**src/rtl/audio_pkg.sv**
```systemverilog
// Shared audio constants and types for the codec data path.
package audio_pkg;

  localparam int unsigned SAMPLE_W = 16;
  localparam int unsigned SLOT_W   = 32;

  typedef logic [15:0] sample_t;

  typedef struct packed {
    sample_t left;
    sample_t right;
  } stereo_sample_t;

  function automatic logic [15:0] sat_inc16(input logic [15:0] v);
    return (v == 16'hFFFF) ? v : v + 16'd1;
  endfunction

endpackage

```
**src/rtl/sync_edge_detect.sv**
```systemverilog
// Two-flop synchronizer with a history flop; single-cycle rise/fall pulses in the clk domain.
module sync_edge_detect (
  input  logic i_clk,
  input  logic i_rst,
  input  logic i_async,
  output logic o_rise,
  output logic o_fall
);

  logic r_meta;
  logic r_sync;
  logic r_hist;

  always_ff @(posedge i_clk or posedge i_rst) begin
    if (i_rst) begin
      r_meta <= 1'b0;
      r_sync <= 1'b0;
      r_hist <= 1'b0;
    end else begin
      r_meta <= i_async;
      r_sync <= r_meta;
      r_hist <= r_sync;
    end
  end

  assign o_rise = r_sync & ~r_hist;
  assign o_fall = ~r_sync & r_hist;

endmodule

```
**src/rtl/i2s_dac_serializer.sv**
```systemverilog
// I2S DAC serializer: buffers one stereo pair and shifts it MSB-first onto AUD_DACDAT,
// following codec-mastered BCLK/LRCK; counts left frames that start with no pair buffered.
module i2s_dac_serializer #(
  parameter int unsigned SAMPLE_W = audio_pkg::SAMPLE_W,
  parameter int unsigned SLOT_W   = audio_pkg::SLOT_W
) (
  input  logic                clk,
  input  logic                reset,
  input  logic                enable,
  input  logic [SAMPLE_W-1:0] left_data,
  input  logic [SAMPLE_W-1:0] right_data,
  input  logic                sample_valid,
  output logic                sample_ready,
  input  logic                AUD_BCLK,
  input  logic                AUD_DACLRCK,
  output logic                AUD_DACDAT,
  output logic                underrun,
  output logic [15:0]         underrun_count
);

  localparam int unsigned CNT_W = (SLOT_W > 1) ? $clog2(SLOT_W) : 1;
  localparam logic [CNT_W-1:0] CNT_MAX   = CNT_W'(SLOT_W - 1);
  localparam logic [CNT_W-1:0] CNT_ONE   = CNT_W'(1);
  localparam logic [CNT_W:0]   DATA_BITS = (CNT_W+1)'(SAMPLE_W);

  logic w_bclk_fall;
  logic w_unused_bclk_rise;
  logic w_lrck_rise;
  logic w_lrck_fall;
  logic w_accept;

  logic                r_run;
  logic                r_buf_full;
  logic [SAMPLE_W-1:0] r_buf_left;
  logic [SAMPLE_W-1:0] r_buf_right;
  logic [SAMPLE_W-1:0] r_shift;
  logic [SAMPLE_W-1:0] r_right_hold;
  logic                r_pair_loaded;
  logic [CNT_W-1:0]    r_bit_cnt;
  logic                r_dacdat;
  logic                r_underrun;
  logic [15:0]         r_underrun_count;

  sync_edge_detect u_bclk_sync (
    .i_clk   (clk),
    .i_rst   (reset),
    .i_async (AUD_BCLK),
    .o_rise  (w_unused_bclk_rise),
    .o_fall  (w_bclk_fall)
  );

  sync_edge_detect u_lrck_sync (
    .i_clk   (clk),
    .i_rst   (reset),
    .i_async (AUD_DACLRCK),
    .o_rise  (w_lrck_rise),
    .o_fall  (w_lrck_fall)
  );

  // r_run keeps ready low while reset is held even though buf_full is already clear.
  assign sample_ready = enable & ~r_buf_full & r_run;
  assign w_accept     = sample_valid & sample_ready;

  always_ff @(posedge clk or posedge reset) begin
    if (reset) begin
      r_run            <= 1'b0;
      r_buf_full       <= 1'b0;
      r_buf_left       <= '0;
      r_buf_right      <= '0;
      r_shift          <= '0;
      r_right_hold     <= '0;
      r_pair_loaded    <= 1'b0;
      r_bit_cnt        <= '0;
      r_dacdat         <= 1'b0;
      r_underrun       <= 1'b0;
      r_underrun_count <= '0;
    end else begin
      r_run      <= 1'b1;
      r_underrun <= 1'b0;

      if (w_accept) begin
        r_buf_left  <= left_data;
        r_buf_right <= right_data;
        r_buf_full  <= 1'b1;
      end

      // LRCK edges outrank a coincident BCLK fall: that fall is the I2S one-bit delay.
      if (w_lrck_fall) begin
        r_bit_cnt <= '0;
        if (r_buf_full && enable) begin
          r_shift       <= r_buf_left;
          r_right_hold  <= r_buf_right;
          r_pair_loaded <= 1'b1;
          r_buf_full    <= 1'b0;
        end else begin
          r_shift       <= '0;
          r_pair_loaded <= 1'b0;
          if (enable) begin
            r_underrun       <= 1'b1;
            r_underrun_count <= audio_pkg::sat_inc16(r_underrun_count);
          end
        end
      end else if (w_lrck_rise) begin
        r_bit_cnt <= '0;
        r_shift   <= r_pair_loaded ? r_right_hold : '0;
      end else if (w_bclk_fall) begin
        if (r_bit_cnt != CNT_MAX) begin
          r_bit_cnt <= r_bit_cnt + CNT_ONE;
        end
        if ({1'b0, r_bit_cnt} < DATA_BITS) begin
          r_dacdat <= r_shift[SAMPLE_W-1];
          r_shift  <= {r_shift[SAMPLE_W-2:0], 1'b0};
        end else begin
          r_dacdat <= 1'b0;
        end
      end
    end
  end

  assign AUD_DACDAT     = r_dacdat;
  assign underrun       = r_underrun;
  assign underrun_count = r_underrun_count;

endmodule
```
**config.mk**
```make
export PLATFORM = sky130hd
export DESIGN_NAME = i2s_dac_serializer
export DESIGN_NICKNAME = d
export VERILOG_FILES = /design/src/rtl/audio_pkg.sv /design/src/rtl/sync_edge_detect.sv /design/src/rtl/i2s_dac_serializer.sv
export SDC_FILE = /design/constraint.sdc
export NUM_CORES = 1
export LEC_CHECK = 0
export CELL_PAD_IN_SITES_DETAIL_PLACEMENT = 1
export CELL_PAD_IN_SITES_GLOBAL_PLACEMENT = 1
export CORE_MARGIN = 3
export CORE_UTILIZATION = 46
export DETAILED_ROUTE_END_ITERATION = 12
export GPL_TIMING_DRIVEN = 0
export PLACE_DENSITY_LB_ADDON = 0.1
export SETUP_SLACK_MARGIN = 0.05
export SKIP_LAST_GASP = 1
export SYNTH_ARGS = -nofsm -noshare
export SYNTH_HDL_FRONTEND = slang
export SYNTH_HIERARCHICAL = 1
export SYNTH_SLANG_ARGS = --single-unit
```
**constraint.sdc**
```tcl
create_clock -name clk -period 7.8 [get_ports clk]
set_input_delay 1.56 -clock clk [delete_from_list [all_inputs] [get_ports clk]]
set_output_delay 1.56 -clock clk [all_outputs]
set_load 0.01 [all_outputs]
```
==> results of run 1 <==
==> cell type report <==
cell class | count | area (um^2)
repair buffers | 57 | 588
clock inverters | 7 | 62.6
inverters | 9 | 36.3
flip-flops and latches | 96 | 2400
clock buffers | 9 | 124
multi-input cells | 221 | 1470
well taps | 105 | 131
fillers | 881 | 3420
plain buffers | 15 | 63.8
==> placed cells by master, fill, tap and decap left out, types with 2 or more instances in the layout <==
cell,n
dfrtp_1,96
nand2_1,61
clkdlybuf4s50_1,56
mux2_2,34
nor2_1,26
a21oi_1,16
a222oi_1,14
xor2_1,13
clkbuf_8,9
inv_1,8
nand3_1,8
nor3_1,8
clkbuf_1,8
buf_2,6
nand4_1,5
and3_1,3
nor4_1,3
mux2i_1,3
o21ai_0,3
ha_1,3
clkinv_4,3
xnor2_1,2
nor4_2,2
nor2b_1,2
inv_8,2
and2b_2,2
==> power by group <==
part           leakage, nW  internal (mW)  switching, mW  total [mW]
sequential            1.20          0.650          0.102       0.753
clock               0.0976          0.123          0.190       0.312
combinational        0.956          0.153          0.118       0.271
==> registers in the layout (all words and copies together) (netlist names), 5 cells and up <==
signal and cells:
r_buf_left 16, r_shift 16, r_buf_right 16, r_bit_cnt 5, underrun_count 16, r_right_hold 16
==> how the worst max path moves through the flow <==
stage | startpoint | to | slack (ps) | depth (start not counted)
after CTS | enable | sample_ready | 3320 | 3
after detailed placement | enable | sample_ready | 3330 | 3
final | enable | sample_ready | 3310 | 3
after floorplan | reset | AUD_DACDAT | 3900 | 1
after global placement | reset | r_buf_right[13] | 2390 | 2
after global routing | enable | sample_ready | 3270 | 3
==> per-stage QoR <==
step	instances	util
finish	519	0.588
global route	519	0.588
CTS	519	0.588
detailed placement	503	0.566
global placement	502	0.562
floorplan	341	-
==> routing by layer <==
layer,wire [um],up-vias
li1,-,1327
met1,4070,1472
met2,4630,67
met3,396,11
met4,136,0
met5,0,-
==> out/metrics.csv, run 1 <==
metric,value,unit
Max Freq,223,MHz
die height,98.9,um
M1 GR Usage,0.270,
later-pin clock latency in the skew report,370,ps
# hold bufs at CTS,0,
Min Hold Slack,371,ps
Tot GR Track Use,0.204,
Max transition margin,0.346,
GR Overflow Total,0,
HP Class,register to register,
clock buffer depth,2,
Slew Limit Fails,0,
Post-Syn Nets,382,
worst path cell trace,clkdlybuf4s50_1 -> and3_1 -> clkdlybuf4s50_1,
initial antenna violation count,0,
leakage,2.25,nW
CTS tree,yes,
pwr dens,274,nW/um^2
initial core utilization,0.479,
HP Start,u_bclk_sync/r_meta,
required time worst endpoint,6240,ps
crit-path leading delay family,buffers and inverters,
Core Area,8300,um^2
Post-CTS Setup Bufs,0,
layout cell share with drive strength beyond 1,0.159,
Netlist Area Pre-Place,3970,um^2
Setup TNS,0,ps
CP startpoint kind,input port,
WHS Path Cells,0,
maximum VDD drop,133,uV
DP Area,4690,um^2
worst reg2reg setup slack,5500,ps
Buffers on Ports,56,
htree depth,3,
max incr delay on CP,570,ps
met2 usage,0.328,
CTS Root Cell,clkbuf_8,
CP Class,input port to output pin,
type of destination of the critical path,output pin,
"Avg Cell Area, Syn",11.6,um^2
cell area after layout,4880,um^2
Vias/cell,5.54,
vias in the first global route,3071,
busiest grt layer,met2,
area delta synth->final,22.9,%
cell mode on critical path,clkdlybuf4s50_1,
Worst Skew,11.6,ps
Slew @ Worst Pin,979,ps
Final ANT Viol Nets,0,
Max-cap violations,0,
Die X,98.9,um
Place WS,3330,ps
Worst Reg-to-Reg Cells,5,
Worst R2R Start,u_lrck_sync/r_sync,
drt wl/cell,17.8,um
Resized cells post-CTS,0,
Routed WL,9.23,mm
setup slack after layout,3310,ps
Top Ports,57,
via count,2877,
DRT Pass-1 Iters,5,
status,"complete, no violations",
final hold viol count,0,
Final HPWL DP,6.47,mm
# DRC,0,
RSZ-0062 raised after global routing,no,
arrival time of the worst setup path,2930,ps
# setup viols final,0,
# nets final,450,
total CTS buffers,9,
Die Area,9790,um^2
"Power, Total",1.34,mW
Reg-to-Reg End,r_shift[2],
routability congestion estimate,0.826,
"slowest stage cell, crit path",clkdlybuf4s50_1,
largest net degree at the start of global routing,64,
clock slew at reported path FFs,90,ps
Bufs and invs on worst path,2,
grt met3 use,0.0538,
crit-path max FO,4,
n_diodes,0,
Hold Path Sink,u_bclk_sync/r_sync,
post-route minimum period,4490,ps
Initial DRC Count,158,
Final Cycle Share,0.576,
Mapped Cells,341,
FP Rows,33,
global-route wire length before repair,15.7,mm
Ys Warns,6,
clock sink count,96,
(Power assumes the default switching activity.)
==> run 2: changes to the inputs <==
--- a/config.mk
+++ b/config.mk
@@ -8,7 +8,7 @@
 export CELL_PAD_IN_SITES_DETAIL_PLACEMENT = 1
 export CELL_PAD_IN_SITES_GLOBAL_PLACEMENT = 1
 export CORE_MARGIN = 3
-export CORE_UTILIZATION = 46
+export CORE_UTILIZATION = 43
 export DETAILED_ROUTE_END_ITERATION = 12
 export GPL_TIMING_DRIVEN = 0
 export PLACE_DENSITY_LB_ADDON = 0.1
==> constraint.sdc (replaced) <==
create_clock -name clk -period 4.59 [get_ports clk]
set_input_delay 0.918 -clock clk [delete_from_list [all_inputs] [get_ports clk]]
set_output_delay 0.918 -clock clk [all_outputs]
set_load 0.01 [all_outputs]
==> out/metrics.csv, run 2 (synthesized netlist as in run 1, its figures left out) <==
metric,value,unit,change
status,"complete, no violations",,
"slowest stage cell, crit path",clkdlybuf4s50_1,,
"most common cell after layout, fill and taps aside",dfrtp_1,,
CTS tree,yes,,
CP Class,input port to output pin,,
Clk network pwr share,0.220,,-0.014
vias in the first global route,2946,,-4.1%
HP Class,register to register,,
type of destination of the critical path,output pin,,
initial core utilization,0.449,,-0.0297
initial antenna violation count,0,,unchanged
"Power, Total",2.22,mW,+66%
Cell Count Post-Placement,506,,+0.60%
n_diodes,0,,unchanged
Buffers on Ports,56,,unchanged
Max Freq,316,MHz,
Worst R2R Start,u_lrck_sync/r_sync,,
area delta synth->final,22.5,%,
clock buffer depth,2,,unchanged
Die Area,10400,um^2,+6.5%
worst path cell trace,clkdlybuf4s50_1 -> and3_1 -> clkdlybuf4s50_1,,
Reg-to-Reg End,underrun_count[15],,
clock slew at reported path FFs,90,ps,about the same
number of fillers in the final layout,943,,+7.0%
Final Cycle Share,0.688,,
Net Switching,0.640,mW,+56%
WHS Path Cells,0,,unchanged
layout cell share with drive strength beyond 1,0.150,,-0.00966
Hold Path Sink,u_bclk_sync/r_sync,,
CP startpoint kind,input port,,
final cell count without fillers,522,,+0.58%
"commonest non-fill, non-tap cells in the layout","96 x dfrtp_1, 61 x nand2_1, 56 x clkdlybuf4s50_1",,
Slew @ Worst Pin,807,ps,-172 ps
Sw Share,0.288,,-0.0184
share of power burned in combinational logic,0.203,,about the same
arrival time of the worst setup path,2240,ps,-690 ps
GR Overflow Total,0,,unchanged
via count,2807,,-2.4%
Max-cap violations,0,,unchanged
post-route minimum period,3160,ps,
crit-path max FO,4,,unchanged
Core Area,8850,um^2,+6.6%
# DRC,0,,unchanged
Worst Reg-to-Reg Cells,6,,+1
routability congestion estimate,0.813,,-1.6%
cell mode on critical path,clkdlybuf4s50_1,,
Slew Limit Fails,0,,unchanged
internal power,1.58,mW,+71%
maximum VDD drop,205,uV,+54%
largest net degree at the start of global routing,50,,-22%
CTS Root Cell,clkbuf_8,,
worst reg2reg setup slack,2440,ps,-3060 ps
RSZ-0062 raised after global routing,no,,
pwr dens,456,nW/um^2,+67%
# setup viols final,0,,unchanged
required time worst endpoint,3670,ps,-2570 ps
area of the multi-input gates,1470,um^2,unchanged
total CTS buffers,9,,unchanged
Resized cells post-CTS,0,,unchanged
max incr delay on CP,560,ps,about the same
drt wl/cell,16.5,um,-7.4%
Final HPWL DP,6.15,mm,-4.8%
Reg area,2400,um^2,unchanged
die height,102,um,+3.2%
leakage,2.23,nW,-0.92%
DRT Pass-1 Iters,5,,unchanged
Routed WL,8.60,mm,-6.8%
FP Rows,34,,+3.0%
Flop pwr share,0.577,,+0.013
Max transition margin,0.461,,+0.115
global-route wire length before repair,14.8,mm,-5.9%
htree depth,3,,unchanged
Vias/cell,5.38,,-3.0%
later-pin clock latency in the skew report,350,ps,-20 ps
Post-CTS Setup Bufs,0,,unchanged
Final ANT Viol Nets,0,,unchanged
final hold viol count,0,,unchanged
# hold bufs at CTS,0,,unchanged
# nets final,450,,unchanged
Worst Skew,8.72,ps,-2.88 ps
HP Start,u_bclk_sync/r_meta,,
Die X,102,um,+3.2%
clock sink count,96,,unchanged
Top Ports,57,,unchanged
Tot GR Track Use,0.181,,-0.0229
Initial DRC Count,131,,-17%
run 2: changes by cell type in the layout (fill, tap and decap cells not counted), sizes merged:
cell / before / now
clkinv: 4 / 0
inv: 12 / 9
clkinvlp: 0 / 2
clkbuf: 17 / 22
run 2: cell type report:
type                            instances  share of cell area
Sequential cell                        96               0.494
Multi-Input combinational cell        221               0.303
Timing Repair Buffer                   57               0.121
Clock buffer                           14              0.0314
Tap cell                              108              0.0278
Buffer                                 15              0.0131
Inverter                                9             0.00746
Clock inverter                          2             0.00309
run 2: metal layers:
metal  part of all wire  track usage  vias up  routed length, um
li1                   -            -     1322                  -
met1               0.50        0.269     1415               4280
met2               0.44        0.271       62               3820
met3              0.048       0.0437        8                410
met4              0.011       0.0454        0                 91
met5                  0            0        -                  0
run 2: through the flow:
step	setup slack, ps	TNS (ps)	hold slack [ps]	util	area (um^2)
floorplan	1340	0	331	-	3970
global placement	-157	-13870	340	0.528	4670
detailed placement	1440	0	346	0.531	4700
CTS	1430	0	370	0.550	4870
global route	1370	0	395	0.550	4870
finish	1430	0	365	0.550	4870
run 2: worst max-delay path by stage:
stage	from	endpoint	slack, ps	cells past startpoint
2_1_floorplan	reset	AUD_DACDAT	1340	1
3_3_place_gp	reset	r_buf_right[4]	-160	2
3_5_place_dp	enable	sample_ready	1440	3
4_1_cts	enable	sample_ready	1430	3
5_1_grt	enable	sample_ready	1370	3
6_report	enable	sample_ready	1430	3
run 2: power by group through the flow:
stage | Sequential [mW] | Clock (mW) | Combinational [mW]
after floorplan | 1.24 | 0 | 0.313
after global placement | 1.29 | 0 | 0.433
after detailed placement | 1.30 | 0 | 0.456
after CTS | 1.28 | 0.507 | 0.460
after global routing | 1.32 | 0.540 | 0.516
final | 1.28 | 0.489 | 0.450
run 2: worst max-delay path, delay by kind of cell:
family,cells,cell delay [ps]
buffers and inverters,2,1100
AND/OR/NAND/NOR,1,210
==> run 3: changes to the inputs <==
==> constraint.sdc (replaced) <==
create_clock -name clk -period 3.2 [get_ports clk]
set_input_delay 0.64 -clock clk [delete_from_list [all_inputs] [get_ports clk]]
set_output_delay 0.64 -clock clk [all_outputs]
set_load 0.01 [all_outputs]
==> results of run 3 <==
The final DEF is identical to that of run 2. Status: complete, no violations.
Main changes from that run: setup slack after placement 1440 ps -> 518 ps; setup slack after layout 1430 ps -> 596 ps; register-to-register setup slack 2440 ps -> 1050 ps; total power 2.22 mW -> 3.18 mW; worst IR drop on VDD 205 uV -> 294 uV
